**src/rtl/hazard_ctrl.sv**
```systemverilog
// Pipeline hazard controller: load-use stall, branch flush and data-memory freeze
// with a watchdog that halts the pipeline if memory never answers.
module hazard_ctrl #(
    parameter int unsigned TIMEOUT = 255
) (
    input  logic        clk,
    input  logic        reset,
    input  logic [4:0]  IF_ID_rs1,
    input  logic [4:0]  IF_ID_rs2,
    input  logic [4:0]  ID_EX_rd,
    input  logic        ID_EX_MemRead,
    input  logic        branch_taken,
    input  logic        dmem_req,
    input  logic        dmem_ready,
    output logic        pc_write,
    output logic        if_id_write,
    output logic        id_ex_write,
    output logic        ex_mem_write,
    output logic        if_id_flush,
    output logic        id_ex_flush,
    output logic        mem_wb_bubble,
    output logic [1:0]  state,
    output logic        halted,
    output logic [31:0] stall_cycles,
    output logic [15:0] flush_count
);

    typedef enum logic [1:0] {
        RUN      = 2'd0,
        MEM_WAIT = 2'd1,
        HALT     = 2'd2
    } state_t;

    localparam logic [15:0] TO = 16'(TIMEOUT);

    state_t      st;
    logic [15:0] wait_cnt;
    logic        freeze_in;
    logic        lu;
    logic        freeze;
    logic        br_flush;

    assign freeze_in = dmem_req & ~dmem_ready;
    assign lu = ID_EX_MemRead & (ID_EX_rd != 5'd0) &
                ((ID_EX_rd == IF_ID_rs1) | (ID_EX_rd == IF_ID_rs2));

    // During reset the decode behaves as RUN with no memory freeze.
    always_comb begin
        freeze = 1'b0;
        if (!reset) begin
            case (st)
                RUN:      freeze = freeze_in;
                MEM_WAIT: freeze = ~dmem_ready;
                HALT:     freeze = 1'b1;
                default:  freeze = 1'b0;
            endcase
        end
    end

    // Priority: freeze, then branch flush, then load-use bubble.
    always_comb begin
        pc_write      = 1'b1;
        if_id_write   = 1'b1;
        id_ex_write   = 1'b1;
        ex_mem_write  = 1'b1;
        if_id_flush   = 1'b0;
        id_ex_flush   = 1'b0;
        mem_wb_bubble = 1'b0;
        br_flush      = 1'b0;
        if (freeze) begin
            pc_write      = 1'b0;
            if_id_write   = 1'b0;
            id_ex_write   = 1'b0;
            ex_mem_write  = 1'b0;
            mem_wb_bubble = 1'b1;
        end else if (branch_taken) begin
            if_id_flush = 1'b1;
            id_ex_flush = 1'b1;
            br_flush    = 1'b1;
        end else if (lu) begin
            pc_write    = 1'b0;
            if_id_write = 1'b0;
            id_ex_flush = 1'b1;
        end
    end

    always_ff @(posedge clk) begin
        if (reset) begin
            st           <= RUN;
            wait_cnt     <= 16'd0;
            stall_cycles <= 32'd0;
            flush_count  <= 16'd0;
        end else begin
            if (!pc_write && stall_cycles != 32'hFFFF_FFFF)
                stall_cycles <= stall_cycles + 32'd1;
            if (br_flush && flush_count != 16'hFFFF)
                flush_count <= flush_count + 16'd1;
            case (st)
                RUN: begin
                    if (freeze_in) begin
                        st       <= MEM_WAIT;
                        wait_cnt <= 16'd1;
                    end
                end
                MEM_WAIT: begin
                    if (dmem_ready) begin
                        st       <= RUN;
                        wait_cnt <= 16'd0;
                    end else if (wait_cnt >= TO) begin
                        st <= HALT;
                    end else begin
                        wait_cnt <= wait_cnt + 16'd1;
                    end
                end
                HALT:    st <= HALT;
                default: st <= RUN;
            endcase
        end
    end

    assign state  = st;
    assign halted = (st == HALT);

endmodule
```
**config.mk**
```make
export PLATFORM = sky130hd
export DESIGN_NAME = hazard_ctrl
export DESIGN_NICKNAME = d
export VERILOG_FILES = /design/src/rtl/hazard_ctrl.sv
export SDC_FILE = /design/constraint.sdc
export NUM_CORES = 1
export LEC_CHECK = 0
export CAP_MARGIN = 20
export CORE_MARGIN = 2
export CORE_UTILIZATION = 40
export CTS_BUF_LIST = sky130_fd_sc_hd__clkbuf_4
export DETAILED_ROUTE_END_ITERATION = 6
export HOLD_SLACK_MARGIN = 0.06
export PLACE_DENSITY_LB_ADDON = 0.15
export SYNTH_ARGS = -nofsm -noshare
export SYNTH_HDL_FRONTEND = slang
export SYNTH_SLANG_ARGS = --single-unit
```
**constraint.sdc**
```tcl
create_clock -name clk -period 3.2 [get_ports clk]
set_clock_uncertainty 0.2 [all_clocks]
set_input_delay 0.64 -clock clk [delete_from_list [all_inputs] [get_ports clk]]
set_output_delay 0.64 -clock clk [all_outputs]
set_load 0.01 [all_outputs]
```
==> results.md, run 1 <==
Power and ir drop:
- Summed over all cells, the static leakage comes to 0.00153 uW.
- The share of total power dissipated in combinational logic is 0.103.
- The switching power summed over all nets is 406 uW.
- Dividing total power by cell area gives a power density of between 300 and 400 nW/um^2.
- Of the total power, registers draw 0.512.
- The switching portion of total power is 0.248.
- The share of total power dissipated in the clock network is 0.385.
- Cell internal power was estimated by the tool at between 1000 and 1500 uW.
- IR analysis of the VDD net gives a maximum drop of 0.000169 V.

Logic synthesis:
- The number of cells produced by synthesis is roughly 400.
- Of all flip-flops after synthesis, the portion carrying an async set or reset was 0.
- In this run the cell area of the synthesized design comes to 3350 sq um.
- The number of flops mapped to enable cells by yosys is 0.
- The number of unique standard cell types used by synthesis is 49.
- In this run, synthesis produced a sequential element count of 66.
- The most frequent cell after synthesis is dfxtp_1.
- Sorting the synthesized cells by how often they occur yields dfxtp_1, nor2_1, a21oi_1.
- The leading register cell type out of synthesis is dfxtp_1.
- The largest total area in the synthesized netlist belongs to dfxtp_1.
- Ranked by total cell area, the synthesized netlist is headed by dfxtp_1, xnor2_1, a21oi_1, nor2_1, or3_1.
- The share of the yosys chip area belonging to registers is 0.394.
- The area share of the largest cell type after synthesis is 0.394.
- The number of nets in the synthesized netlist is 428.
- Dividing the synthesized area by the synthesized cell count gives about 8.3 sq um.
- The number of warning messages in the yosys log is 0.

Timing:
- The share of the cycle needed by the critical path after routing is 0.981.
- The worst path setup slack after routing is about 0.06 ns.
- The worst hold slack across all endpoints is 0.273 ns.
- The tightest slew margin relative to the limit is 0.571.
- The count of final max-slew check failures came to 0.
- The number of hold-slack violations in the final timing report is 0.
- For the final routed database, the setup TNS stands at 0 ns.
- Timing would allow up to between 300 and 400 MHz.
- The slew of the pin with the lowest slew margin is 0.643 ns.
- The smallest clock period supported by the final layout is computed as ~3.1 ns.
- The total of endpoints with negative setup slack in the final report is 0.
- Setup repair after global routing left no endpoint under its margin.

Setup path:
- The critical path starts at dmem_req.
- The startpoint identified for the worst register-to-register timing path is state[1].
- Along the worst path, the maximum fanout reaches 4.
- STA puts the critical path data arrival time at 2.30 ns.
- For the worst setup path, the data required time is 2.36 ns.
- STA classifies the critical path startpoint as an input port.
- The slack of the worst reg-to-reg path is ~0.83 ns.
- The kind of critical path is in2out.
- The worst setup path is captured at an output port.

Clock tree:
- The clock drives 66 sinks.
- The latest clock arrival within the worst-skew pair is 0.41 ns.
- The largest buffer count on any clock path is 2.
- The H-tree was split into 3 levels.
- The CTS tree is yes.
- The number of buffers created by CTS is 9.
- Clock-pin slew was measured on the worst setup and hold paths at about 0.1 ns.
- For this design, the CTS-stage hold fixing added 0 buffers.
- The clock root buffer is clkbuf_4.

Final layout:
- The final net count is about 520.
- Counting the fill cells in the layout gives 792.
- The proportion of layout cells with a drive suffix above 1 is 0.117.
- The finished cells cover 4510 sq um.
- The repair_antennas step left the layout with diodes totalling 0.
- The area growth from synthesis to layout is 34.5%.

Route:
- For this run, the detailed router's first-pass iteration total came to 4.
- The routed via count is between 3k and 4k.
- Once detail routing completed, the nets flagged for antenna violations numbered 0.
- The routed length per instance is 13.2 um.
- The routed design has 8020 um of wire.
- The number of DRC markers in iteration 0 is 85.
- In the routed layout, each cell is associated on average with a via count of around 5.4.
- For this run, design rule violations remaining after detail routing come to 0.

Placed design:
- The instance area after placement is about 4300 sq um.
- The last weighted congestion value of the routability-driven placer is 0.789.
- The HPWL reported at the end of detailed placement is 5870 um.
- The setup slack at placement is -0.319 ns.
- The count of input and output buffers is 78.

GRT:
- Entering global routing, the biggest net connects 45 pins.
- For this run, the total global-route usage over all layers was measured as 0.183.
- The initial antenna violation count came to 0.
- The first global-routing pass estimated 13,400 um of wire.
- The total congestion overflow after global routing is 0.
- The via count of the first global-routing pass is 2,876.

Run status:
- The run finished with clean final reports.

Floorplan:
- For this configuration, the core starts out at a cell density of 0.410.
- The vertical die dimension is 95.5 um.
- The placeable core region is 8180 sq um.
- The floorplan die area is between 9000 and 10,000 sq um.
- For this design the top-level I/O count stands at 79.
- The die width is between 90 and 100 um.
- The floorplan row count is 33.

Hold path:
- In this run the worst hold path is classified as reg2reg.
- The worst hold path begins at wait_cnt[14].

Job:
- Max-cap violations in this run came to 0.
power groups by stage:
stage / clock [uW] / combinational [uW] / sequential, uW
finish: 628 / 169 / 836
global route: 684 / 184 / 838
floorplan: 0 / 81.7 / 855
CTS: 650 / 170 / 837
detailed placement: 0 / 168 / 855
global placement: 0 / 166 / 855
metal layers:
layer,vias to the layer above,global-route usage,share of wire
met5,-,0,0
met4,0,0.0643,0.012
met3,11,0.0364,0.040
met2,66,0.293,0.47
met1,1519,0.247,0.48
li1,1664,-,-
cells in the final DEF, fill, tap and decap left out, types with 12 or more instances in the layout:
master and instances:
nor3_1 14, a21oi_1 30, nor4_1 12, nand2_1 24, buf_4 21, o21ai_0 22
dfxtp_1 66, nor2_1 41, nand4_1 12, nand3_1 24, or3_1 23, clkdlybuf4s50_1 72
xnor2_1 24
layout make-up:
type / count / area [sq um] / share of cell area
Multi-Input combinational cell: 312 / 1920 / 0.425
Sequential cell: 66 / 1320 / 0.293
Timing Repair Buffer: 100 / 943 / 0.209
Tap cell: 105 / 131 / 0.0292
Clock inverter: 7 / 92.6 / 0.0205
Clock buffer: 9 / 67.6 / 0.0150
Inverter: 9 / 33.8 / 0.00750
kinds of logic (layout without fill, tap and decap cells):
family,Yosys count,after routing,synth area share
buf+inv,26,125,0.0381
fa+ha+maj,3,3,0.0112
flops,66,66,0.394
mux,7,7,0.0228
compound gates,83,83,0.149
simple gates,190,190,0.309
xor+xnor,29,29,0.0758
final timing paths:
check | to | cells after the start
worst min register to register | wait_cnt[14] | 1
worst max-delay path | ex_mem_write | 7
worst max register to register | stall_cycles[6] | 9
worst min-delay path | wait_cnt[14] | 1
stage by stage:
step,std cells,total power (uW),util
finish,608,1630,0.551
global route,608,1710,0.551
CTS,607,1660,0.550
detailed placement,590,1020,0.529
global placement,590,1020,0.529
floorplan,404,937,-
worst max-delay path, stage by stage:
cell and delay [ns]:
clkdlybuf4s50_1 0.42, or2_1 0.23, a21oi_2 0.18, nor2_2 0.10, buf_4 0.14, inv_1 0.05
clkdlybuf4s50_1 0.53
state kept, by name, summed over array words and instances, names as in the netlist:
| register | cells |
|---|---|
| flush_count | 16 |
| stall_cycles | 32 |
| wait_cnt | 16 |
| state | 2 |
repair_timing:
item / in CTS / in global routing
resized for setup: 9 / 7
setup buffers: 1 / 1
endpoints found under the setup margin: 3 / 6
endpoints found under the hold margin: 0 / 0
pin swaps: 1 / 3
No activity file was read; power rests on OpenSTA's default activity.
==> run 2, diff against run 1 <==
--- a/config.mk
+++ b/config.mk
@@ -11,7 +11,7 @@
 export CTS_BUF_LIST = sky130_fd_sc_hd__clkbuf_4
 export DETAILED_ROUTE_END_ITERATION = 6
 export HOLD_SLACK_MARGIN = 0.06
-export PLACE_DENSITY_LB_ADDON = 0.15
+export PLACE_DENSITY = 0.63
 export SYNTH_ARGS = -nofsm -noshare
 export SYNTH_HDL_FRONTEND = slang
 export SYNTH_SLANG_ARGS = --single-unit
==> results.md, run 2 (synthesis gave the netlist of run 1 again) <==
Run status:
- The run finished with clean final reports.

Final layout:
- The largest registers in the layout are stall_cycles: 32 flops, flush_count: 16 flops, wait_cnt: 16 flops.
- The largest register by flop count is stall_cycles.
- The proportion of layout cells with a drive suffix above 1 is 0.108.
- The number of flip-flops under the largest register name is 32.
- After the last flow step, the layout net total stands at 518.
- The repair_antennas step left the layout with diodes totalling 0.
- The most common cell after layout, fill and taps aside is clkdlybuf4s50_1.
- The finished cells cover 4510 sq um.
- The area growth from synthesis to final layout is 34.7%.
- In the layout the commonest cells are clkdlybuf4s50_1, dfxtp_1, nor2_1.

Power and ir drop:
- The total power divided by cell area is 393 nW/um^2.
- The maximum vdd ir drop is between 0.0002 and 0.00025 V.
- The analysis attributes to cell leakage a power of 0.00154 uW.

Clock tree:
- The H-tree depth reported by CTS is 3.
- The clock drives between 60 and 70 sinks.
- The latest clock arrival within the worst-skew pair is 0.41 ns.
- The tree is rooted in a clkbuf_4.
- The number of hold buffers added after CTS was 0.
- The number of buffers created by CTS is 9.
- No sink is reached through more buffers than the 2 on the longest clock path.
- After clock tree synthesis, the clock-pin slew on the worst setup and hold paths is 0.09 ns.
- The CTS tree is yes.

Timing:
- After layout, the worst setup slack is about 0.13 ns.
- For this run, the top clock speed supported by timing is between 300 and 400 MHz.
- Setup violations remaining at the end of the flow were counted as 0.
- The worst hold slack across all endpoints is 0.276 ns.
- The share of the cycle needed by the critical path after routing is 0.961.
- The routed design could run at a clock period as short as 3.07 ns.
- Setup repair after global routing left no endpoint under its margin.
- At the pin with the least slew margin, the transition time is roughly 0.60 ns.
- The count of final max-slew check failures was 0.
- The tightest slew margin relative to the limit is 0.600.
- The number of hold-slack violations in the final timing report is 0.

Floorplan:
- The floorplan die area is 9120 sq um.
- The starting density of the core is 0.410.
- The I/O pin count is between 70 and 80.
- The vertical die dimension is 95.5 um.
- The die width is roughly 96 um.
- The region available for standard cell placement spans 8180 sq um.
- Row generation in the floorplan step produced 33 rows.

Route:
- The first detailed-routing pass took 5 iterations.
- After detailed routing, the average wire length per cell comes to 13.3 um.
- The total wirelength of the detailed-routed design is 8050 um.
- The via density per instance is roughly 5.4.
- After detailed routing, the number of remaining DRC violations is 0.
- The remaining number of nets flagged by the antenna check after routing is 0.
- The number of DRC markers in iteration 0 is 81.
- The detailed router placed 3,245 vias in this run.

GRT:
- The first global-routing pass estimated 13,600 um of wire.
- Entering global routing, the biggest net connects 38 pins.
- The via count of the first global-routing pass is 3,034.
- After global routing the overflow that remains totals 0.
- The combined global-route utilization of all metal layers is 0.187.
- The initial antenna violation count is 0.

Setup path:
- The worst setup path is launched from an input port.
- The kind of critical path is in2out.
- The worst setup path is captured at an output port.
- Along the worst path, the maximum fanout reaches 4.
- The worst endpoint required time is 2.36 ns.
- The worst path arrival time is 2.23 ns.
- The worst register-to-register path has a setup slack of 0.87 ns.

Placed design:
- The instance area after placement is approximately 4300 sq um.
- The HPWL reported at the end of detailed placement is approximately 5800 um.
- During placement, the flow inserted port buffers numbering 78.
- The last weighted congestion value of the routability-driven placer is 0.766.
- The setup slack at placement is -0.291 ns.

Job:
- The number of maximum-capacitance constraint violations is 0.

Hold path:
- The path class of the tightest hold or removal check is reg2reg.
run 2: cell types whose count changed in the layout (fill, tap and decap cells not counted), moves of 2 or more:
cell,change
bufinv_16,+2
buf_4,-4
clkinvlp_4,-2
clkbuf_2,+2
buf_2,-2
run 2: where the power goes:
part / leakage (uW) / switching (uW) / internal, uW / total [uW]
combinational: 0.000903 / 81.7 / 80.2 / 162
sequential: 0.000532 / 8.65 / 827 / 836
clock: 0.000108 / 293 / 480 / 773
run 2: through the flow:
stage	utilization	power [uW]	cells	TNS [ns]
floorplan	-	937	404	0
global placement	0.526	1020	587	-0.826
detailed placement	0.526	1020	587	-0.838
CTS	0.553	1800	604	0
global route	0.552	1840	604	0
finish	0.552	1770	604	0
run 2: final timing paths:
check	startpoint	end	cells after the start
worst max register to register	stall_cycles[11]	stall_cycles[1]	7
worst min-delay path	wait_cnt[15]	wait_cnt[15]	1
worst max-delay path	dmem_req	mem_wb_bubble	6
worst min register to register	wait_cnt[15]	wait_cnt[15]	1
run 2: critical path: stages:
cell and delay (ns):
clkdlybuf4s50_1 0.47, or2_1 0.12, a21oi_2 0.07, nor2_2 0.24, buf_4 0.17, clkdlybuf4s50_1 0.52
run 2: area by class of cell:
type | count | area, sq um
fill | 780 | 3660
multi-input combinational | 312 | 1900
sequential | 66 | 1320
timing repair buffer | 96 | 916
tap | 105 | 131
clock inverter | 6 | 129
clock buffer | 10 | 75.1
inverter | 9 | 33.8
run 2: layer usage:
metal	vias to the layer above	track usage	wire length, um
met2	82	0.316	3770
met4	0	0.0476	80
met1	1507	0.234	3740
li1	1647	-	-
met3	9	0.0522	457
met5	-	0	0
run 2: repair_timing:
item	in CTS	in global routing
resized for setup	7	6
pin swaps	0	2
setup buffers	1	0
endpoints found under the hold margin	0	0
endpoints found under the setup margin	3	6
